--- config.mk ---
export PLATFORM = sky130hd
export DESIGN_NAME = clkmeas
export DESIGN_NICKNAME = d
export VERILOG_FILES = /design/src/rtl/clkmeas.sv
export SDC_FILE = /design/constraint.sdc
export NUM_CORES = 1
export LEC_CHECK = 0
export BUFFER_PORTS_ARGS = -buffer_cell sky130_fd_sc_hd__clkbuf_2
export CELL_PAD_IN_SITES_DETAIL_PLACEMENT = 0
export CELL_PAD_IN_SITES_GLOBAL_PLACEMENT = 1
export CORE_AREA = 2 2 66 68
export DETAILED_ROUTE_END_ITERATION = 8
export DIE_AREA = 0 0 68 70
export GPL_TIMING_DRIVEN = 0
export HOLD_SLACK_MARGIN = 0.06
export PLACE_DENSITY = 0.82
export SETUP_SLACK_MARGIN = 0.4
export SLEW_MARGIN = 20
export SYNTH_ARGS = -nofsm -noshare
export SYNTH_HDL_FRONTEND = slang
export SYNTH_SLANG_ARGS = --single-unit
--- constraint.sdc ---
create_clock -name clk -period 4.46 [get_ports clk]
set_input_delay 0.892 -clock clk [delete_from_list [all_inputs] [get_ports clk]]
set_output_delay 0.892 -clock clk [all_outputs]
set_load 0.03 [all_outputs]
--- src/rtl/clkmeas.sv ---
// clkmeas: synchronises a slow input, decodes rise/fall strobes and measures its period.
// Define CLKMEAS_DUTY_EN to also measure high time per period.
module clkmeas #(
    parameter int CNT_W       = 16,
    parameter int SYNC_STAGES = 2
) (
    input  logic             clk,
    input  logic             rst,
    input  logic             sig_in,
    output logic             rise,
    output logic             fall,
    output logic [CNT_W-1:0] period,
    output logic [CNT_W-1:0] high_time,
    output logic             valid,
    input  logic             ready,
    output logic             timeout,
    output logic             overrun
);

    localparam logic [CNT_W-1:0] CNT_MAX = '1;
    localparam logic [CNT_W-1:0] CNT_ONE = CNT_W'(1);

    typedef enum logic {
        IDLE,
        MEAS
    } state_t;

    if (SYNC_STAGES < 2) begin : g_bad_sync
        $error("clkmeas: SYNC_STAGES must be at least 2");
    end

    logic [SYNC_STAGES-1:0] sync_q;
    logic                   prev_q;
    logic                   sig_s;
    state_t                 state_q, state_d;
    logic [CNT_W-1:0]       cnt_q, cnt_d;
    logic [CNT_W-1:0]       period_q, period_d;
    logic                   valid_q, valid_d;
    logic                   timeout_q, timeout_d;
    logic                   overrun_q, overrun_d;
    logic                   cap;

    assign sig_s = sync_q[SYNC_STAGES-1];
    assign rise  = sig_s & ~prev_q;
    assign fall  = ~sig_s & prev_q;

    always_ff @(posedge clk or negedge rst) begin
        if (!rst) begin
            sync_q <= '0;
            prev_q <= 1'b0;
        end else begin
            sync_q <= {sync_q[SYNC_STAGES-2:0], sig_in};
            prev_q <= sig_s;
        end
    end

    always_comb begin
        state_d   = state_q;
        cnt_d     = cnt_q;
        timeout_d = timeout_q;
        cap       = 1'b0;
        unique case (state_q)
            IDLE: begin
                cnt_d = '0;
                if (rise) begin
                    state_d = MEAS;
                    cnt_d   = CNT_ONE;
                end
            end
            MEAS: begin
                // A rise on the saturated count is still a valid capture.
                if (rise) begin
                    cap   = 1'b1;
                    cnt_d = CNT_ONE;
                end else if (cnt_q == CNT_MAX) begin
                    timeout_d = 1'b1;
                    state_d   = IDLE;
                    cnt_d     = '0;
                end else begin
                    cnt_d = cnt_q + CNT_ONE;
                end
            end
        endcase
    end

    always_comb begin
        period_d  = period_q;
        valid_d   = valid_q;
        overrun_d = overrun_q;
        if (cap) begin
            period_d = cnt_q;
            valid_d  = 1'b1;
            if (valid_q && !ready) begin
                overrun_d = 1'b1;
            end
        end else if (valid_q && ready) begin
            valid_d = 1'b0;
        end
    end

    always_ff @(posedge clk or negedge rst) begin
        if (!rst) begin
            state_q   <= IDLE;
            cnt_q     <= '0;
            period_q  <= '0;
            valid_q   <= 1'b0;
            timeout_q <= 1'b0;
            overrun_q <= 1'b0;
        end else begin
            state_q   <= state_d;
            cnt_q     <= cnt_d;
            period_q  <= period_d;
            valid_q   <= valid_d;
            timeout_q <= timeout_d;
            overrun_q <= overrun_d;
        end
    end

`ifdef CLKMEAS_DUTY_EN
    logic [CNT_W-1:0] hcnt_q, hcnt_d;
    logic [CNT_W-1:0] hlast_q, hlast_d;
    logic [CNT_W-1:0] high_q, high_d;

    // hcnt counts the rise cycle itself, matching how cnt restarts at 1.
    always_comb begin
        hcnt_d  = hcnt_q;
        hlast_d = hlast_q;
        high_d  = high_q;
        if (rise) begin
            hcnt_d = CNT_ONE;
        end else if (state_q == IDLE) begin
            hcnt_d = '0;
        end else if (sig_s && hcnt_q != CNT_MAX) begin
            hcnt_d = hcnt_q + CNT_ONE;
        end
        if (state_q == MEAS && fall) begin
            hlast_d = hcnt_q;
        end
        if (cap) begin
            high_d = hlast_q;
        end
    end

    always_ff @(posedge clk or negedge rst) begin
        if (!rst) begin
            hcnt_q  <= '0;
            hlast_q <= '0;
            high_q  <= '0;
        end else begin
            hcnt_q  <= hcnt_d;
            hlast_q <= hlast_d;
            high_q  <= high_d;
        end
    end

    assign high_time = high_q;
`else
    assign high_time = '0;
`endif

    assign period  = period_q;
    assign valid   = valid_q;
    assign timeout = timeout_q;
    assign overrun = overrun_q;

endmodule
# --- After elaboration in Yosys (flattened, before gate mapping) ---
# Cells that the tools add are included.
totals:
  wordCells: 33
  register_bits: 39
  out_inout_bits: 37
  in_bits: 4
classes:
  bitwise_logic: 6
  n_eq_ne: 1
  add_sub_neg: 1
  n_reduce_logical: 6
  n_mux: 11
ops:
  columns: ["cell", "n"]
  rows:
  - ["two-way mux 16 bit", 2]
  - ["case mux 16 bit (2 select lines)", 1]
  - ["adder 16 x 1 -> 16 bit (second input constant)", 1]
  - ["== test 16 bit (second input constant)", 1]
  - ["two-way mux 1 bit", 7]
  - ["inverter 1 bit", 4]
  - ["AND reduction 3 bit", 1]
  - ["bitwise AND 1 bit", 2]
  - ["logical AND 1 bit", 2]
  - ["case mux 1 bit (2 select lines)", 1]
  - ["AND reduction 2 bit", 1]
  - ["nonzero test 2 bit", 1]
  - ["zero test 1 bit", 1]

# --- Logic depth before layout (Yosys ltp) ---
# Gate-level depths: netlist (run 1).
logic_depth:
  depth_word: 5
  mapped_depth: 6
  mapped_depth_nobuf: 5

# --- Worst setup path before layout (run 1) ---
# OpenSTA, ideal clock, no wires.
synth_path:
  path_type: "register to register"
  from: "reg cnt_q[0]"
  to: "reg cnt_q[10]"
  path_buffers: 1
  path_stages_with_launch: 7
  path_slack_ns: 2.695
  period_less_slack_ns: 1.765
  arrival_time_ns: 1.647
  setup_ns: 0.119
  required_time_ns: 4.341
  path_cell_list: "dfrtp_1 ha_1 nand4_1 or4_4 nand3_2 buf_4 nor2_1"
synth_between:
  elab_chain_cells: 4
  elab_cells_between_ends: 5
  cone_classes: "1 x add/sub; 1 x eq/ne; 3 x mux"
synth_rtl:
  columns: ["element", "line_no", "text"]
  rows:
  - ["start, declared", "36", "logic [CNT_W-1:0] cnt_q, cnt_d;"]
  - ["start signal, assigned", "111", "cnt_q <= cnt_d;"]
  - ["adder 16 x 1 -> 16 bit or == test 16 bit (tied branches)", "80, 75", null]
  - ["two-way mux 16 bit (*)", "75", "end else if (cnt_q == CNT_MAX) begin"]
  - ["two-way mux 16 bit (*)", "72", "if (rise) begin"]
  - ["case mux 16 bit (2 select lines) (*)", "62", "unique case (state_q)"]
  - ["via cnt_d[10]", "36", null]
# Mark *: on every way through the listed nets, which the timed path passes. The rest lies on a longest branch.
# A chain may end at the register's enable or synchronous reset.

# --- Worst setup path in the final report (run 1) ---
layout_path:
  from: "reg prev_q"
  to: "out rise"
layout_between:
  elab_chain_cells: 2
layout_rtl:
  columns: ["element", "line_no", "text"]
  rows:
  - ["start, declared", "33", "logic prev_q;"]
  - ["start signal, assigned", "53", "prev_q <= sig_s;"]
  - ["inverter 1 bit", "44", "assign rise = sig_s & ~prev_q;"]
  - ["bitwise AND 1 bit", "44", null]
  - ["end, declared", "10", "output logic rise,"]
# No other way between the ends.

==> summary.txt, run 1 <==
Global routing
  – Vias in the first global route: ~1.0k
  – Congestion Overflow GR: 0
  – First-pass GRT wire length: 4.97 mm
  – Antenna violations before repair: 0
  – Largest net degree at the start of global routing: 40
  – GRT Total Usage: 14.1%

Critical path
  – Critical path arrival: 1200 ps
  – Max stage delay on crit path: 380 ps
  – Critical path class: reg2out
  – Worst-path cell chain: nand2b_1 > inv_1 > clkbuf_2
  – Worst path required time: 3570 ps
  – Critical path's slowest cell: dfrtp_1
  – Startpoint Class: register
  – Max FO, Critical Path: 5
  – CP endpoint kind: output port

STA
  – RSZ-0062 raised after global routing: false
  – Worst slew pin tran: roughly 940 ps
  – Period minus WS final: 2100 ps
  – Clock Skew: 6.46 ps
  – Worst slew margin: 37.3%
  – Slew Limit Fails: 0
  – F_max: approximately 480 MHz
  – Setup TNS: 0 ps
  – Hold Slack: 352 ps
  – Period Utilization, post-route: approximately 47%
  – # setup viols final: 0
  – Final Hold Viols: 0

Floorplan
  – Die footprint: 4760 um2
  – Core footprint: around 4100 um2
  – IO Count: 41
  – Row count: 24
  – Die width: 68 um
  – Chip Height: 70 um
  – Starting Density: 41.5%

Run status
  – Status: finished, final reports clean

Clocking
  – CTS tree: yes
  – CTS Buffer Depth: 2
  – Post-CTS resize count: 0
  – Clk pin slew, worst setup/hold paths: 70 ps
  – Clock latency at the later pin of the worst-skew pair: 290 ps
  – Root Driver: clkbuf_8
  – CTS Buf Count: 5
  – CTS Sinks: 39
  – Hold Buf Count CTS: 0
  – H-tree Lvls: 2
  – # Post-CTS Setup Buffers: 0

Placed design
  – Buffers on Ports: 24
  – Cell Area, Placed: 1960 um2
  – RePlAce Congestion: 0.789
  – Post-DP HPWL: around 2.1 mm

Route
  – Final WL: 2.89 mm
  – Vias per cell: 4.47
  – Via count: 1118
  – Post-route ant nets: 0
  – Initial drt markers: 76
  – Wirelength per Cell: roughly 12 um
  – Residual DRC: 0
  – Detailed Routing Iterations Pass 1: 4

Final layout
  – Most frequent cells in the layout: 39 x dfrtp_1, 24 x clkbuf_2, 17 x buf_4
  – Nets: around 200
  – Antenna cells: 0
  – Area growth from synthesis to layout: 20.9%
  – Finished Core Util: between 50 and 60%
  – Layout cell share with drive strength beyond 1: 34.8%
  – Fin area: 2080 um2
  – Most common cell after layout, fill and taps aside: dfrtp_1
  – Filler instances: 399

Yosys
  – Seq/Total Area, Yosys: 56.7%
  – Yosys Warn Count: 0
  – Yosys cell types: 25
  – Yosys reg bits: 39
  – Mapped Area: 1720 um2
  – Post-synthesis instance total: approximately 150
  – Syn_area_per_cell: 11.4 um2

Power
  – Cell Int Power: 623 uW
  – Switching share of total power: roughly 28%
  – VDD IR max: 0.136 mV
  – Pleak: ~0.0010 uW
  – Switching Power: 248 uW
  – Pwr dens: 419 nW/um2
  – Clk pwr share: 34.4%
  – Comb power frac: between 10% and 20%
  – Reg power frac: between 40 and 50%

Run
  – Max-cap violations: 0

Min path
  – Hold Crit Class: reg2reg
-- final timing paths --
| path | startpoint | to | depth (start not counted) | slack, ps |
|---|---|---|---|---|
| setup / recovery | prev_q$_DFF_PN0_ | rise | 3 | 2360 |
| hold / removal | sync_q[0]$_DFF_PN0_ | sync_q[1]$_DFF_PN0_ | 0 | 350 |
| setup reg to reg | cnt_q[0]$_DFF_PN0_ | cnt_q[8]$_DFF_PN0_ | 6 | 2420 |
| hold reg to reg | sync_q[0]$_DFF_PN0_ | sync_q[1]$_DFF_PN0_ | 0 | 350 |
| max in group asynchronous | rst | cnt_q[8]$_DFF_PN0_ | 1 | 3140 |
| min in group asynchronous | rst | period[0]$_DFFE_PN0P_ | 1 | 730 |
-- power groups by stage --
stage               combinational [uW]  sequential [uW]  clock, uW
finish                             154              417        300
global route                       168              423        321
CTS                                156              417        310
detailed placement                 156              424          0
global placement                   153              423          0
floorplan                         81.3              456          0
-- state kept, by name, summed over array words and instances, names as in the netlist --
register and cells:
cnt_q 16, period 16, sync_q 2, overrun 1, prev_q 1, state_q 1, timeout 1, valid 1
-- Yosys cell counts --
library cell,n,area (um2)
nand3_1,5,25.0
nor2_1,16,60.1
nand2b_1,2,12.5
nor3_1,2,10.0
conb_1,1,3.75
or4_4,2,22.5
o21bai_1,2,15.0
xor2_1,2,17.5
nor4_1,4,25.0
mux2_2,14,158
nand2_2,1,6.26
or2_2,1,6.26
nand3_2,2,20.0
ha_1,1,12.5
xnor2_1,10,87.6
inv_1,4,15.0
nor2b_1,1,6.26
dfrtp_1,39,976
nand4_1,3,18.8
clkbuf_1,2,7.51
o21ai_0,5,25.0
buf_4,17,128
or3_1,2,12.5
a21oi_1,2,10.0
nand2_1,11,41.3
-- critical path, delay by kind of cell (launching register included) --
kind,cells,cell delay [ps]
DFF,1,380
buffers and inverters,2,320
and+or+nand+nor,1,210
-- per-stage QoR --
stage                     std cells  setup WS, ps  power, uW
final                           250          2360        871
after global routing            250          2210        913
after CTS                       250          2350        883
after detailed placement        242          2410        580
after global placement          242          2410        576
after floorplan                 166          2690        538
-- cell type report --
type / count / area [um2] / area share, %
Sequential cell: 39 / 976 / 46.9
Clock inverter: 2 / 35.0 / 1.68
Multi-Input combinational cell: 104 / 652 / 31.3
Clock buffer: 6 / 82.6 / 3.97
Buffer: 19 / 135 / 6.49
Tap cell: 52 / 65.1 / 3.13
Inverter: 4 / 15.0 / 0.722
Timing Repair Buffer: 24 / 120 / 5.77
-- metal layers --
layer	vias up	track usage, %	part of all wire [%]
li1	565	-	-
met1	523	19.0	46
met2	25	20.8	48
met3	5	4.35	4.6
met4	0	6.00	1.3
met5	-	0	0
-- cells by family after synthesis --
logic type | Yosys count | synth area share (%)
fa+ha+maj | 1 | 0.727
other cells | 1 | 0.218
flops | 39 | 56.7
buf+inv | 23 | 8.72
simple gates | 52 | 15.5
compound gates | 9 | 2.91
mux | 14 | 9.16
xor+xnor | 12 | 6.10
(Power assumes the default switching activity.)
==> run 2, diff against run 1 <==
ABC_AREA = 1   (was not set)
CORE_AREA = 2 2 72 74   (was 2 2 66 68)
DIE_AREA = 0 0 74 76   (was 0 0 68 70)
PLACE_DENSITY = 0.77   (was 0.82)
clock period = 2.2 ns   (was 4.46 ns; I/O delays follow)
==> summary.txt, run 2 <==
Run status
  – Status: finished, final reports clean

Clocking
  – CTS Buf Count: 5
  – # Post-CTS Setup Buffers: 0
  – CTS tree: yes
  – Hold Buf Count CTS: 0
  – CTS Sinks: 39
  – Clock latency at the later pin of the worst-skew pair: 290 ps
  – Clk pin slew, worst setup/hold paths: 70 ps
  – Root Driver: clkbuf_8
  – CTS Buffer Depth: 2
  – Post-CTS resize count: 0
  – H-tree Lvls: 2

Route
  – Initial drt markers: 65
  – Vias per cell: between 4 and 5
  – Final WL: roughly 3.4 mm
  – Post-route ant nets: 0
  – Residual DRC: 0
  – Wirelength per Cell: 10.2 um
  – Via count: 1406
  – Detailed Routing Iterations Pass 1: 4

Run
  – Max-cap violations: 0

Power
  – Pwr dens: 802 nW/um2
  – Pleak: 0.00111 uW
  – VDD IR max: 0.356 mV
  – Tot Pwr: 1750 uW

Yosys
  – Yosys Warn Count: 0
  – Mapped Area: 1810 um2
  – Yosys cell types: 21
  – EDFF count, synth: 0
  – Syn_area_per_cell: 8.36 um2
  – Synth async-reset ratio: between 90% and 100%
  – Post-synthesis instance total: around 220
  – Post-synth top flop: dfrtp_1
  – Largest cells by area after synthesis: dfrtp_1 54%, nand2_1 13%, buf_4 6.6%
  – Commonest cells post-synth: 62 x nand2_1, 39 x dfrtp_1, 31 x nor2_1, 20 x inv_1, 16 x buf_4
  – Yosys reg bits: 39
  – Count leader, synth: nand2_1
  – Seq/Total Area, Yosys: 54.0%
  – Yosys top cell area share: between 50 and 60%
  – Synth area leader: dfrtp_1

Floorplan
  – Starting Density: between 30% and 40%
  – IO Count: 41
  – Die footprint: 5620 um2
  – Chip Height: around 76 um
  – Die width: approximately 74 um
  – Row count: 26
  – Core footprint: 4910 um2

Final layout
  – Nets: 267
  – Most common cell after layout, fill and taps aside: nand2_1
  – Antenna cells: 0
  – Layout cell share with drive strength beyond 1: 21.7%
  – Area growth from synthesis to layout: 21.1%
  – Most frequent cells in the layout: 62 x nand2_1, 39 x dfrtp_1, 31 x nor2_1

Global routing
  – Antenna violations before repair: 0
  – First-pass GRT wire length: 5.84 mm
  – Largest net degree at the start of global routing: 40
  – Congestion Overflow GR: 0
  – GRT Total Usage: 13.4%
  – Vias in the first global route: about 1.3k

STA
  – RSZ-0062 raised after global routing: false
  – F_max: 641 MHz
  – Setup TNS: 0 ps
  – Fin worst setup slack: roughly 640 ps
  – Final Hold Viols: 0
  – # setup viols final: 0
  – Period minus WS final: 1560 ps
  – Worst slew pin tran: a little under 900 ps
  – Period Utilization, post-route: 70.9%
  – Worst slew margin: 42.4%
  – Clock Skew: roughly 5.7 ps
  – Slew Limit Fails: 0

Min path
  – Hold_sp: sig_in
  – Hold Crit Class: in2reg
  – Hold path cells: 1
  – Min-Delay Endpoint: sync_q[0]$_DFF_PN0_

Placed design
  – RePlAce Congestion: roughly 0.81
  – Post-DP HPWL: roughly 2.5 mm
  – Pre-CTS setup slack: 643 ps
  – Buffers on Ports: 24

Critical path
  – Worst path required time: 2380 ps
  – Critical path class: reg2reg
  – Max FO, Critical Path: 10
  – Critical path arrival: roughly 1700 ps
  – Worst R2R Path Depth: 9
  – FF-to-FF setup slack: approximately 640 ps
  – CP endpoint kind: register
  – RR Startpoint: cnt_q[1]$_DFF_PN0_
  – Startpoint Class: register
  – RR Endpoint: cnt_q[4]$_DFF_PN0_
run 2: routing by layer:
layer | vias to the layer above | track usage [%] | part of all wire, %
met2 | 38 | 19.7 | 43
met5 | - | 0 | 0
met4 | 0 | 5.45 | 2.5
li1 | 721 | - | -
met1 | 637 | 18.5 | 50
met3 | 10 | 3.57 | 4.4
run 2: worst max-delay path by stage:
stage / startpoint / end / cells after the start
finish: cnt_q[1]$_DFF_PN0_ / cnt_q[4]$_DFF_PN0_ / 9
global route: cnt_q[1]$_DFF_PN0_ / cnt_q[13]$_DFF_PN0_ / 9
CTS: cnt_q[1]$_DFF_PN0_ / cnt_q[4]$_DFF_PN0_ / 9
floorplan: cnt_q[1]$_DFF_PN0_ / cnt_q[13]$_DFF_PN0_ / 9
detailed placement: cnt_q[1]$_DFF_PN0_ / cnt_q[4]$_DFF_PN0_ / 9
global placement: cnt_q[1]$_DFF_PN0_ / cnt_q[13]$_DFF_PN0_ / 9
run 2: final cells by class:
| class | instances | area, um2 |
|---|---|---|
| plain buffers | 20 | 143 |
| flip-flops and latches | 39 | 976 |
| repair buffers | 24 | 120 |
| inverters | 22 | 82.6 |
| fillers | 508 | 2720 |
| well taps | 70 | 87.6 |
| clock inverters | 2 | 35.0 |
| multi-input cells | 150 | 662 |
| clock buffers | 6 | 82.6 |
run 2: logic make-up (layout without fill, tap and decap cells):
group | Yosys count | in the layout | share of synthesized area (%)
buf+inv | 42 | 74 | 12.5
flops | 39 | 39 | 54.0
simple gates | 108 | 108 | 24.3
compound gates | 19 | 19 | 5.40
other cells | 1 | 16 | 0.208
fa+ha+maj | 1 | 1 | 0.692
xor+xnor | 6 | 6 | 2.91
run 2: power breakdown:
group          switching [uW]  leakage (uW)  total [uW]  internal (uW)
logic                     206      0.000528         302           96.8
clock network             252     0.0000612         619            367
registers                54.2      0.000516         833            778
total                     512       0.00111        1750           1240
run 2: metrics by stage:
step | hold WS [ps] | utilization (%) | std cells | cell area, um2
5_1_grt | 248 | 44.5 | 333 | 2190
3_5_place_dp | 342 | 42.2 | 325 | 2070
4_1_cts | 247 | 44.5 | 333 | 2190
2_1_floorplan | 144 | - | 231 | 1860
3_3_place_gp | 336 | 42.2 | 325 | 2070
6_report | 254 | 44.5 | 333 | 2190
run 2: worst max-delay path, cell delays in order (launching register included):
cell and delay, ps:
dfrtp_1 390, ha_1 230, nand2_1 90, nor2_2 110, nand2_2 120, nor2_2 130, nand2_2 90, nand2_4 100
buf_6 140, nor2_1 50
